[config.mk]
export PLATFORM = sky130hd
export DESIGN_NAME = ram_req_ctrl
export DESIGN_NICKNAME = d
export VERILOG_FILES = /design/src/rtl/ram_req_ctrl.sv
export SDC_FILE = /design/constraint.sdc
export NUM_CORES = 1
export LEC_CHECK = 0
export CAP_MARGIN = 20
export CORE_UTILIZATION = 40
export DETAILED_ROUTE_END_ITERATION = 16
export DONT_BUFFER_PORTS = 1
export GPL_TIMING_DRIVEN = 0
export PLACE_DENSITY = 0.6
export SYNTH_ARGS = -nofsm -noshare
export SYNTH_HDL_FRONTEND = slang
export SYNTH_SLANG_ARGS = --single-unit
export TNS_END_PERCENT = 20
[constraint.sdc]
create_clock -name clk -period 7.2 [get_ports clk]
set_input_delay 1.44 -clock clk [delete_from_list [all_inputs] [get_ports clk]]
set_output_delay 1.44 -clock clk [all_outputs]
set_load 0.01 [all_outputs]
[src/rtl/ram_req_ctrl.sv]
// Generic circular FIFO that also exposes every slot and its occupancy so callers can snoop contents.
// Latency: a pushed entry is visible at the head on the cycle after the push edge.
// Backpressure: the caller must not push when full; push and pop in the same cycle are both honoured.
module fifo #(
    parameter int W     = 8,
    parameter int DEPTH = 4
) (
    input  logic                       clk,
    input  logic                       reset,
    input  logic                       push_vld,
    input  logic [W-1:0]               push_dat,
    input  logic                       pop,
    output logic [W-1:0]               head_dat,
    output logic                       full,
    output logic                       empty,
    output logic [$clog2(DEPTH):0]     cnt,
    output logic [DEPTH-1:0][W-1:0]    ent_dat,
    output logic [DEPTH-1:0]           ent_vld
);
    localparam int AW = $clog2(DEPTH);

    logic [DEPTH-1:0][W-1:0] mem;
    logic [AW-1:0]           rd_ptr;
    logic [AW-1:0]           wr_ptr;

    assign full     = (cnt == (AW+1)'(DEPTH));
    assign empty    = (cnt == '0);
    assign head_dat = mem[rd_ptr];
    assign ent_dat  = mem;

    // A slot is live when its distance from the read pointer is below the fill count.
    always_comb begin
        logic [AW-1:0] off;
        ent_vld = '0;
        off     = '0;
        for (int i = 0; i < DEPTH; i++) begin
            off        = AW'(i) - rd_ptr;
            ent_vld[i] = ({1'b0, off} < cnt);
        end
    end

    always_ff @(posedge clk) begin
        if (reset) begin
            rd_ptr <= '0;
            wr_ptr <= '0;
            cnt    <= '0;
        end else begin
            if (push_vld) begin
                mem[wr_ptr] <= push_dat;
                wr_ptr      <= wr_ptr + 1'b1;
            end
            if (pop && !empty) begin
                rd_ptr <= rd_ptr + 1'b1;
            end
            case ({push_vld, pop && !empty})
                2'b10:   cnt <= cnt + 1'b1;
                2'b01:   cnt <= cnt - 1'b1;
                default: cnt <= cnt;
            endcase
        end
    end
endmodule

// RAM front end: buffered writes, pipelined reads with buffer-hazard stall, and whole-RAM zero fill.
// Latency: write reaches the RAM the cycle after accept; read data is qualified two edges after accept.
// Backpressure: wr_ready drops when the buffer is full or busy; rd_ready drops on a buffered-address hit or busy.
module ram_req_ctrl #(
    parameter int ADDR_W     = 15,
    parameter int DATA_W     = 16,
    parameter int FIFO_DEPTH = 4
) (
    input  logic              clk,
    input  logic              reset,
    input  logic              wr_valid,
    output logic              wr_ready,
    input  logic [ADDR_W-1:0] wr_addr_in,
    input  logic [DATA_W-1:0] wr_data_in,
    input  logic              rd_valid,
    output logic              rd_ready,
    input  logic [ADDR_W-1:0] rd_addr_in,
    output logic [DATA_W-1:0] rd_data,
    output logic              rd_data_valid,
    input  logic              clear_start,
    output logic              clear_busy,
    output logic              ram_wr,
    output logic [ADDR_W-1:0] ram_wr_addr,
    output logic [DATA_W-1:0] ram_d_in,
    output logic [ADDR_W-1:0] ram_rd_addr,
    input  logic [DATA_W-1:0] ram_d_out
);
    typedef struct packed {
        logic [ADDR_W-1:0] addr;
        logic [DATA_W-1:0] dat;
    } wr_ent_t;

    typedef enum logic [1:0] {
        NORMAL = 2'd0,
        DRAIN  = 2'd1,
        CLEAR  = 2'd2
    } state_t;

    localparam int ENT_W = $bits(wr_ent_t);
    localparam int CNT_W = $clog2(FIFO_DEPTH) + 1;

    state_t                           state;
    state_t                           state_nxt;
    logic [ADDR_W-1:0]                clr_cnt;
    logic                             wr_push;
    logic                             wr_pop;
    logic                             rd_acc;
    logic                             rd_pend;
    logic                             addr_hit;
    logic                             fifo_full;
    logic                             fifo_empty;
    logic [CNT_W-1:0]                 fifo_cnt;
    logic [ENT_W-1:0]                 head_raw;
    wr_ent_t                          head;
    wr_ent_t                          push_ent;
    logic [FIFO_DEPTH-1:0][ENT_W-1:0] ent_dat;
    logic [FIFO_DEPTH-1:0]            ent_vld;

    assign push_ent = '{addr: wr_addr_in, dat: wr_data_in};
    assign head     = wr_ent_t'(head_raw);

    fifo #(
        .W     (ENT_W),
        .DEPTH (FIFO_DEPTH)
    ) u_wr_fifo (
        .clk      (clk),
        .reset    (reset),
        .push_vld (wr_push),
        .push_dat (push_ent),
        .pop      (wr_pop),
        .head_dat (head_raw),
        .full     (fifo_full),
        .empty    (fifo_empty),
        .cnt      (fifo_cnt),
        .ent_dat  (ent_dat),
        .ent_vld  (ent_vld)
    );

    // The head being popped this cycle still counts as a hit: its write lands on this edge.
    always_comb begin
        wr_ent_t e;
        addr_hit = 1'b0;
        e        = '0;
        for (int i = 0; i < FIFO_DEPTH; i++) begin
            e = wr_ent_t'(ent_dat[i]);
            if (ent_vld[i] && (e.addr == rd_addr_in)) begin
                addr_hit = 1'b1;
            end
        end
    end

    assign wr_ready = (state == NORMAL) && !fifo_full;
    assign rd_ready = (state == NORMAL) && !addr_hit;
    assign wr_push  = wr_valid && wr_ready;
    assign rd_acc   = rd_valid && rd_ready;

    always_comb begin
        state_nxt   = state;
        wr_pop      = 1'b0;
        ram_wr      = 1'b0;
        ram_wr_addr = '0;
        ram_d_in    = '0;
        case (state)
            NORMAL: begin
                if (!fifo_empty) begin
                    wr_pop      = 1'b1;
                    ram_wr      = 1'b1;
                    ram_wr_addr = head.addr;
                    ram_d_in    = head.dat;
                end
                // A write accepted alongside clear_start must land before the fill starts.
                if (clear_start) begin
                    state_nxt = (!fifo_empty || wr_push) ? DRAIN : CLEAR;
                end
            end
            DRAIN: begin
                if (!fifo_empty) begin
                    wr_pop      = 1'b1;
                    ram_wr      = 1'b1;
                    ram_wr_addr = head.addr;
                    ram_d_in    = head.dat;
                end
                if (fifo_cnt <= CNT_W'(1)) begin
                    state_nxt = CLEAR;
                end
            end
            CLEAR: begin
                ram_wr      = 1'b1;
                ram_wr_addr = clr_cnt;
                if (&clr_cnt) begin
                    state_nxt = NORMAL;
                end
            end
            default: state_nxt = NORMAL;
        endcase
    end

    always_ff @(posedge clk) begin
        if (reset) begin
            state      <= NORMAL;
            clear_busy <= 1'b0;
            clr_cnt    <= '0;
        end else begin
            state      <= state_nxt;
            clear_busy <= (state_nxt != NORMAL);
            clr_cnt    <= (state == CLEAR) ? clr_cnt + 1'b1 : '0;
        end
    end

    always_ff @(posedge clk) begin
        if (reset) begin
            ram_rd_addr   <= '0;
            rd_pend       <= 1'b0;
            rd_data       <= '0;
            rd_data_valid <= 1'b0;
        end else begin
            if (rd_acc) begin
                ram_rd_addr <= rd_addr_in;
            end
            rd_pend       <= rd_acc;
            rd_data_valid <= rd_pend;
            if (rd_pend) begin
                rd_data <= ram_d_out;
            end
        end
    end
endmodule
### Word level (Yosys, flattened, before mapping)

Index checks and enable logic that the tools add are counted.

| cells by class | value |
|---|---|
| add/sub/neg operators | 9 |
| multiply operators | 0 |
| divide/modulo/power cells | 0 |
| order comparisons | 8 |
| equality and inequality tests | 9 |
| shift-type cells | 0 |
| muxes and demuxes | 22 |
| bitwise logic cells | 2 |
| reductions and logical operators | 22 |

Operators by type and width:

| cell | count |
|---|---|
| $bwmux 124 | 1 |
| $bmux 31 s2 | 1 |
| $demux 31 s2 | 1 |
| $mux 31 | 2 |
| $eq 15x15->1 | 4 |
| $mux 16 | 2 |
| $pmux 15 s2 | 1 |
| $add 15x1->15 const B | 1 |
| $mux 15 | 1 |
| $reduce_and 15->1 | 1 |
| $lt 2x3->1 | 4 |
| $logic_and 1x1->1 | 10 |
| $mux 2 | 4 |
| $lt 2x3->1 const B | 2 |
| $mux 1 | 6 |
| $pmux 2 s3 | 1 |
| $pmux 3 s2 | 1 |
| $add 2x1->2 const B | 2 |
| $eq 2x1->1 const B | 2 |
| $eq 2x2->1 const B | 2 |
| $reduce_bool 2->1 | 2 |
| $reduce_or 2->1 | 2 |
| $sub 1x2->2 const A | 2 |
| $sub 2x2->2 const A | 2 |
| 12 further kinds | 15 |

| word-level totals | value |
|---|---|
| register bits after elaboration | 182 |
| bits in latches | 0 |
| RAM bits | 0 |
| bits in read-only memories | 0 |
| input bits | 67 |
| output and inout port bits | 67 |
| word-level logic and storage cells | 86 |
| memories kept | 0 |

### Depth between registers and ports, before layout

Gate-level depths: netlist (run 1).

| depth | value |
|---|---|
| depth in word-level cells | 10 |
| depth in mapped cells | 12 |

### Modules after synthesis

From an unflattened synthesis (run 1), not the netlist that was laid out.

| second synthesis, totals | value |
|---|---|
| cells, all modules | 577 |
| area, all modules | 8,190.4 µm² |

Modules (own cells, without submodules):

| module | times used | cells each | area each (µm²) | sequential area each (µm²) |
|---|---|---|---|---|
| fifo | 1 | 228 | 5,124.9 | 3,863.7 |
| ram_req_ctrl | 1 | 349 | 3,065.4 | 1,021.0 |

### Worst setup path after synthesis (run 1)

No wires, ideal clock.

| timing | value |
|---|---|
| path type | input to output |
| start | input port rd_addr_in[2] |
| end | output port rd_ready |
| arrival time | 2.514 ns |
| data required time | 5.760 ns |
| slack | 3.246 ns |
| stages | 7 |
| cells stage by stage | buf_4 > xor2_1 > nor4_1 > nand4_1 > o22ai_2 > a31oi_1 > and3_1 |

| on the way | value |
|---|---|
| longest elaborated chain between the ends | 8 |
| elaborated cells on any way between the ends | 14 |
| classes of those cells | eq/ne (4); mux (4); reduce/logical (6) |

Ends and longest elaborated chain:

| element | line | text |
|---|---|---|
| start, declared | 80 | `input logic [ADDR_W-1:0] rd_addr_in,` |
| $eq 15x15->1 | 149 | `if (ent_vld[i] && (e.addr == rd_addr_in)) begin` |
| $logic_and 1x1->1 | 149 |  |
| $mux 1 (3 in a row) | 149 |  |
| $mux 1 (*) | 149 |  |
| $logic_not 1->1 (*) | 156 | `assign rd_ready = (state == NORMAL) && !addr_hit;` |
| $logic_and 1x1->1 (*) | 156 |  |
| end, declared | 79 | `output logic rd_ready,` |

Mark *: on every way between the ends. The rest lies on a longest branch, timed or not.

### Worst setup path in the final report (run 1)

Same ends and word-level chain as after synthesis.

==> flow_metrics.env, run 1 <==
export IMPL_timing_rr_end="ram_rd_addr[4]"
export IMPL_grt_ovfl_total=0
export IMPL_firstDrtPassIters=5
export IMPL_worstSkewPairLatency_ns=0.42
export IMPL_rsz0062_at_grt="false"
export IMPL_hp_start="clr_cnt[0]"
export IMPL_layout_drive_gt1_share_pct=14.65
export IMPL_min_to="clr_cnt[0]"
export IMPL_num_vias=4754
export IMPL_antenna_found_initial=0
export IMPL_cp_arrival_ns=3.10
export IMPL_synth_ff_type="edfxtp_1"
export IMPL_cp_end_kind="output port"
export IMPL_r2r_slack_ns=4.12
export IMPL_reg2reg_from="u_wr_fifo.rd_ptr[1]"
export IMPL_hold_path_class="reg -> reg"
export IMPL_syn_to_final_growth_pct=12.32
export IMPL_drc=0
export IMPL_post_drt_wl_per_cell_um=20.68
export IMPL_synth_nets=672
export IMPL_max_freq_mhz=220.4
export IMPL_crit_required_ns=5.76
export IMPL_via_per_inst=5.324
export IMPL_cts_hold_buffers=0
export IMPL_dp_hpwl_um=13210
export IMPL_numCtsBuffers=17
export IMPL_routed_wl_um=18460
export IMPL_first_iter_violations=292
export IMPL_fin_cells=893
export IMPL_cts_resized_gates=0
export IMPL_clkSinkCount=182
export IMPL_crit_family="simple AND/OR/NAND/NOR gates"
export IMPL_max_slew_margin_rel_pct=49.55
export IMPL_crit_chain="buf_4, xor2_1, nor4_1, nand4_1, o22ai_2, a31oi_1, and3_1"
export IMPL_min_period_over_period_pct=63.02
export IMPL_finalCriticalPeriod_ns=4.537
export IMPL_critical_path_max_fanout=5
export IMPL_die_y_um=144.4
export IMPL_fin_tns_setup_ns=0
export IMPL_async_flop_share_pct=0
export IMPL_coreArea_um2=19650
export IMPL_status="completed"
export IMPL_cap_violations=0
export IMPL_clock_root_buffer="clkbuf_16"
export IMPL_irDropWorstVdd_mv=0.1357
export IMPL_globalRouteTotalUtil_pct=18.44
export IMPL_yosysMostFrequentCell="edfxtp_1"
export IMPL_yosys_area_top_type="edfxtp_1"
export IMPL_slowest_delay_ns=0.58
export IMPL_setup_viol=0
export IMPL_worstRegToRegCells=12
export IMPL_ys_seq_area_share_pct=60.19
export IMPL_syn_mean_instance_area_um2=13.71
export IMPL_initial_utilization_pct=41.29
export IMPL_cellPowerDensity_nw_per_um2=344.2
export IMPL_yosys_warnings=0
export IMPL_p_leak_nw=3.070
export IMPL_netlist_area_um2=8115
export IMPL_fin_skew_ns=0.01023
export IMPL_ys_ff_latch=182
export IMPL_worstHoldPathCells=1
export IMPL_fillCellCount=1770
export IMPL_netlist_top_cells_count="edfxtp_1, nor2_1, dfxtp_1"
export IMPL_io_pins=134
export IMPL_path_clk_slew_ns=0.06
export IMPL_grt_pass1_wl_um=27010
export IMPL_final_hold_viol_count=0
export IMPL_synth_edf_count=124
export IMPL_final_nets=695
export IMPL_die_area_um2=20860
export IMPL_die_w_um=144.4
export IMPL_crit_buf_inv=1
export IMPL_tightest_slew_ns=0.7567
export IMPL_grt_max_degree=32
export IMPL_postRouteAntennaNets=0
export IMPL_clock_path_buffers=2
export IMPL_row_count=51
export IMPL_gp_congestion=0.8653
export IMPL_antenna_cells=0
export IMPL_startpoint_type="primary input"
export IMPL_htreeDepth=4
export IMPL_synth_cell_type_count=37
export IMPL_synthTopCellsByArea="edfxtp_1, dfxtp_1, mux4_2"
export IMPL_maxSlewViolCount=0
export IMPL_cts_setup_buffers=0
export IMPL_place_inst=861
export IMPL_syn_instance_count=592
export IMPL_slowest_stage="nor4_1"
export IMPL_crit_cells=7
export IMPL_synthDominantCellAreaShare_pct=45.88
export IMPL_place_port_buffers=0
export IMPL_grt_pass1_vias=4785
export IMPL_cts_tree="built"
export IMPL_path_class="in -> out"
[routing by layer]
layer  vias up  track usage, %  share of wire [%]  wire length [µm]
met4         0           8.199                2.4               445
met3        26           6.026                8.6              1597
met5         -               0                  0                 0
met2       186           30.06                 49              9025
met1      2369           22.21                 40              7395
li1       2173               -                  -                 -
[power breakdown]
group          switching (mW)  total (mW)  internal (mW)
clock                   0.381       0.895          0.515
combinational           0.576       0.941          0.365
sequential             0.0681        1.30           1.23
total                    1.02        3.14           2.11
[placed cells by master, fill, tap and decap left out, types with 11 or more instances in the layout]
master,count
nor2_1,60
xnor2_1,35
clkbuf_1,21
buf_2,14
mux4_2,31
dfxtp_1,58
and2_1,17
edfxtp_1,124
nand2_1,11
nand2b_1,29
xor2_1,42
inv_1,11
mux2i_1,32
clkbuf_16,20
a21oi_1,11
a22oi_1,15
ha_1,13
[sequential cells by signal, summed over array words and instances, names as in the netlist, 2 cells and up]
name,cells
rd_data,16
u_wr_fifo.cnt,3
clr_cnt,15
state,2
u_wr_fifo.ent_dat,124
u_wr_fifo.wr_ptr,2
u_wr_fifo.rd_ptr,2
ram_rd_addr,15
[logic make-up (layout without fill, tap and decap cells)]
logic type	count (synthesis)	after routing	synth area share, %
AOI/OAI and AO/OA	38	38	3.053
xor gates and xnor gates	77	77	8.310
adders and majority gates	13	13	2.004
buffers and inverters	53	89	3.377
DFF	182	182	60.19
muxes	63	63	12.55
and+or+nand+nor	166	166	10.51
[worst max-delay path by stage]
stage,startpoint,to
floorplan,rd_addr_in[2],rd_ready
global placement,rd_addr_in[4],rd_ready
detailed placement,rd_addr_in[2],rd_ready
CTS,rd_addr_in[2],rd_ready
global route,rd_addr_in[4],rd_ready
finish,rd_addr_in[2],rd_ready
[metrics by stage]
| stage | total power, mW | setup slack (ns) | instance area, µm² | util [%] | hold WS [ns] |
|---|---|---|---|---|---|
| after floorplan | 2.009 | 3.246 | 8115 | - | 0.4413 |
| after global placement | 2.239 | 2.777 | 8447 | 42.98 | 0.4634 |
| after detailed placement | 2.273 | 2.745 | 8532 | 43.41 | 0.4809 |
| after CTS | 3.168 | 2.732 | 9115 | 46.38 | 0.4951 |
| after global routing | 3.303 | 2.664 | 9115 | 46.38 | 0.5134 |
| final | 3.137 | 2.663 | 9115 | 46.38 | 0.4891 |
[final cells by class]
| cell class | instances | area, µm² | area share (%) |
|---|---|---|---|
| sequential | 182 | 4885 | 53.59 |
| multi-input combinational | 357 | 2962 | 32.49 |
| tap | 265 | 331.6 | 3.638 |
| clock buffer | 23 | 521.8 | 5.724 |
| clock inverter | 9 | 61.31 | 0.6726 |
| buffer | 43 | 236.5 | 2.594 |
| timing repair buffer | 4 | 80.08 | 0.8785 |
| inverter | 10 | 37.54 | 0.4118 |
(Power assumes the default switching activity.)
==> run 2, diff against run 1 <==
--- a/config.mk
+++ b/config.mk
@@ -10,7 +10,7 @@
 export DETAILED_ROUTE_END_ITERATION = 16
 export DONT_BUFFER_PORTS = 1
 export GPL_TIMING_DRIVEN = 0
-export PLACE_DENSITY = 0.6
+export PLACE_DENSITY = 0.62
 export SYNTH_ARGS = -nofsm -noshare
 export SYNTH_HDL_FRONTEND = slang
 export SYNTH_SLANG_ARGS = --single-unit
==> constraint.sdc (replaced) <==
create_clock -name clk -period 3.93 [get_ports clk]
set_input_delay 0.786 -clock clk [delete_from_list [all_inputs] [get_ports clk]]
set_output_delay 0.786 -clock clk [all_outputs]
set_load 0.01 [all_outputs]
==> flow_metrics.env, run 2 (synthesis results as in run 1) <==
export IMPL_fin_skew_ns=0.009890
export IMPL_pre_cts_ws_ns=0.6471
export IMPL_crit_required_ns=3.14
export IMPL_row_count=51
export IMPL_fin_tns_setup_ns=0
export IMPL_cp_end_kind="output port"
export IMPL_die_y_um=144.4
export IMPL_clkSinkCount=182
export IMPL_postRouteAntennaNets=0
export IMPL_finalHoldWorstSlack_ns=0.4430
export IMPL_gp_congestion=0.8666
export IMPL_multiInputGateArea_um2=2962
export IMPL_hold_path_class="in -> reg"
export IMPL_grt_pass1_vias=4832
export IMPL_fin_ws_ns=0.2542
export IMPL_dp_hpwl_um=13380
export IMPL_maxSlewViolCount=0
export IMPL_htreeDepth=4
export IMPL_die_w_um=144.4
export IMPL_first_iter_violations=353
export IMPL_io_pins=134
export IMPL_grt_max_degree=32
export IMPL_worstSkewPairLatency_ns=0.43
export IMPL_max_freq_mhz=272.0
export IMPL_coreArea_um2=19650
export IMPL_p_leak_nw=3.037
export IMPL_cts_setup_buffers=0
export IMPL_antenna_cells=0
export IMPL_path_class="reg -> out"
export IMPL_startpoint_type="register"
export IMPL_layout_common_cells="edfxtp_1, nor2_1, dfxtp_1"
export IMPL_fin_util_pct=46.19
export IMPL_finalCriticalPeriod_ns=3.676
export IMPL_initial_utilization_pct=41.29
export IMPL_clock_path_buffers=2
export IMPL_num_vias=4710
export IMPL_largest_reg_flops=124
export IMPL_final_seq_area_um2=4885
export IMPL_cts_hold_buffers=0
export IMPL_cp_arrival_ns=2.89
export IMPL_r2r_slack_ns=0.81
export IMPL_status="completed"
export IMPL_die_area_um2=20860
export IMPL_routed_wl_um=18560
export IMPL_final_common_cell="edfxtp_1"
export IMPL_setup_viol=0
export IMPL_clock_root_buffer="clkbuf_16"
export IMPL_fillCellCount=1816
export IMPL_cts_tree="built"
export IMPL_via_per_inst=5.274
export IMPL_syn_to_final_growth_pct=11.86
export IMPL_firstDrtPassIters=5
export IMPL_max_slew_margin_rel_pct=47.99
export IMPL_min_period_over_period_pct=93.53
export IMPL_post_drt_wl_per_cell_um=20.78
export IMPL_antenna_found_initial=0
export IMPL_numCtsBuffers=17
export IMPL_path_clk_slew_ns=0.07
export IMPL_irDropWorstVdd_mv=0.2742
export IMPL_grt_ovfl_total=0
export IMPL_drc=0
export IMPL_rsz0062_at_grt="false"
export IMPL_cap_violations=0
export IMPL_layout_drive_gt1_share_pct=14.97
export IMPL_cellPowerDensity_nw_per_um2=628.4
export IMPL_final_nets=695
export IMPL_grt_pass1_wl_um=27070
export IMPL_cts_resized_gates=0
export IMPL_final_hold_viol_count=0
export IMPL_place_port_buffers=0
export IMPL_globalRouteTotalUtil_pct=18.29
export IMPL_critical_path_max_fanout=10
export IMPL_tightest_slew_ns=0.7754
run 2: cell types whose count changed in the layout (fill, tap and decap cells not counted), moves of 2 or more:
cell        change
clkbuf_1        -2
clkbuf_16       -3
inv_4           -2
inv_6           +4
clkinvlp_4      +3
inv_8           +2
run 2: final timing paths:
check,start,end,cells after the start
worst max-delay path,u_wr_fifo.rd_ptr[1],rd_ready,10
worst min-delay path,wr_data_in[11],u_wr_fifo.ent_dat[104],0
worst max register to register,u_wr_fifo.rd_ptr[1],ram_rd_addr[11],12
worst min register to register,clr_cnt[0],clr_cnt[0],1
run 2: metal layers:
layer | wire (µm) | up-vias | track usage (%)
met5 | 0 | - | 0
li1 | - | 2174 | -
met1 | 7664 | 2330 | 22.33
met3 | 1583 | 18 | 6.722
met2 | 9045 | 188 | 30.16
met4 | 264 | 0 | 5.374
run 2: stage by stage:
| stage | area (µm²) | cells | power (mW) |
|---|---|---|---|
| finish | 9077 | 893 | 5.704 |
| global route | 9077 | 893 | 5.993 |
| CTS | 9077 | 893 | 5.755 |
| detailed placement | 8532 | 861 | 4.164 |
| global placement | 8447 | 857 | 4.107 |
| floorplan | 8115 | 592 | 3.681 |
run 2: report_power, final:
group	leakage [nW]	switching, mW	total, mW	internal [mW]
registers	1.60	0.124	2.38	2.26
logic	1.18	1.05	1.72	0.670
clock network	0.263	0.775	1.60	0.826
run 2: critical path, stage by stage, from the launching register on:
cell and delay [ns]:
dfxtp_1 0.34, clkbuf_1 0.29, clkbuf_1 0.57, xnor2_1 0.21, inv_1 0.06, ha_1 0.28, a21oi_1 0.13, nor2_1 0.06
o22ai_2 0.20, a31oi_1 0.06, and3_1 0.26
run 2: cell type report:
type	count	area share, %
flip-flops and latches	182	53.81
multi-input cells	357	32.63
clock buffers	17	4.686
well taps	265	3.653
plain buffers	43	2.605
clock inverters	15	1.323
repair buffers	4	0.8821
inverters	10	0.4135
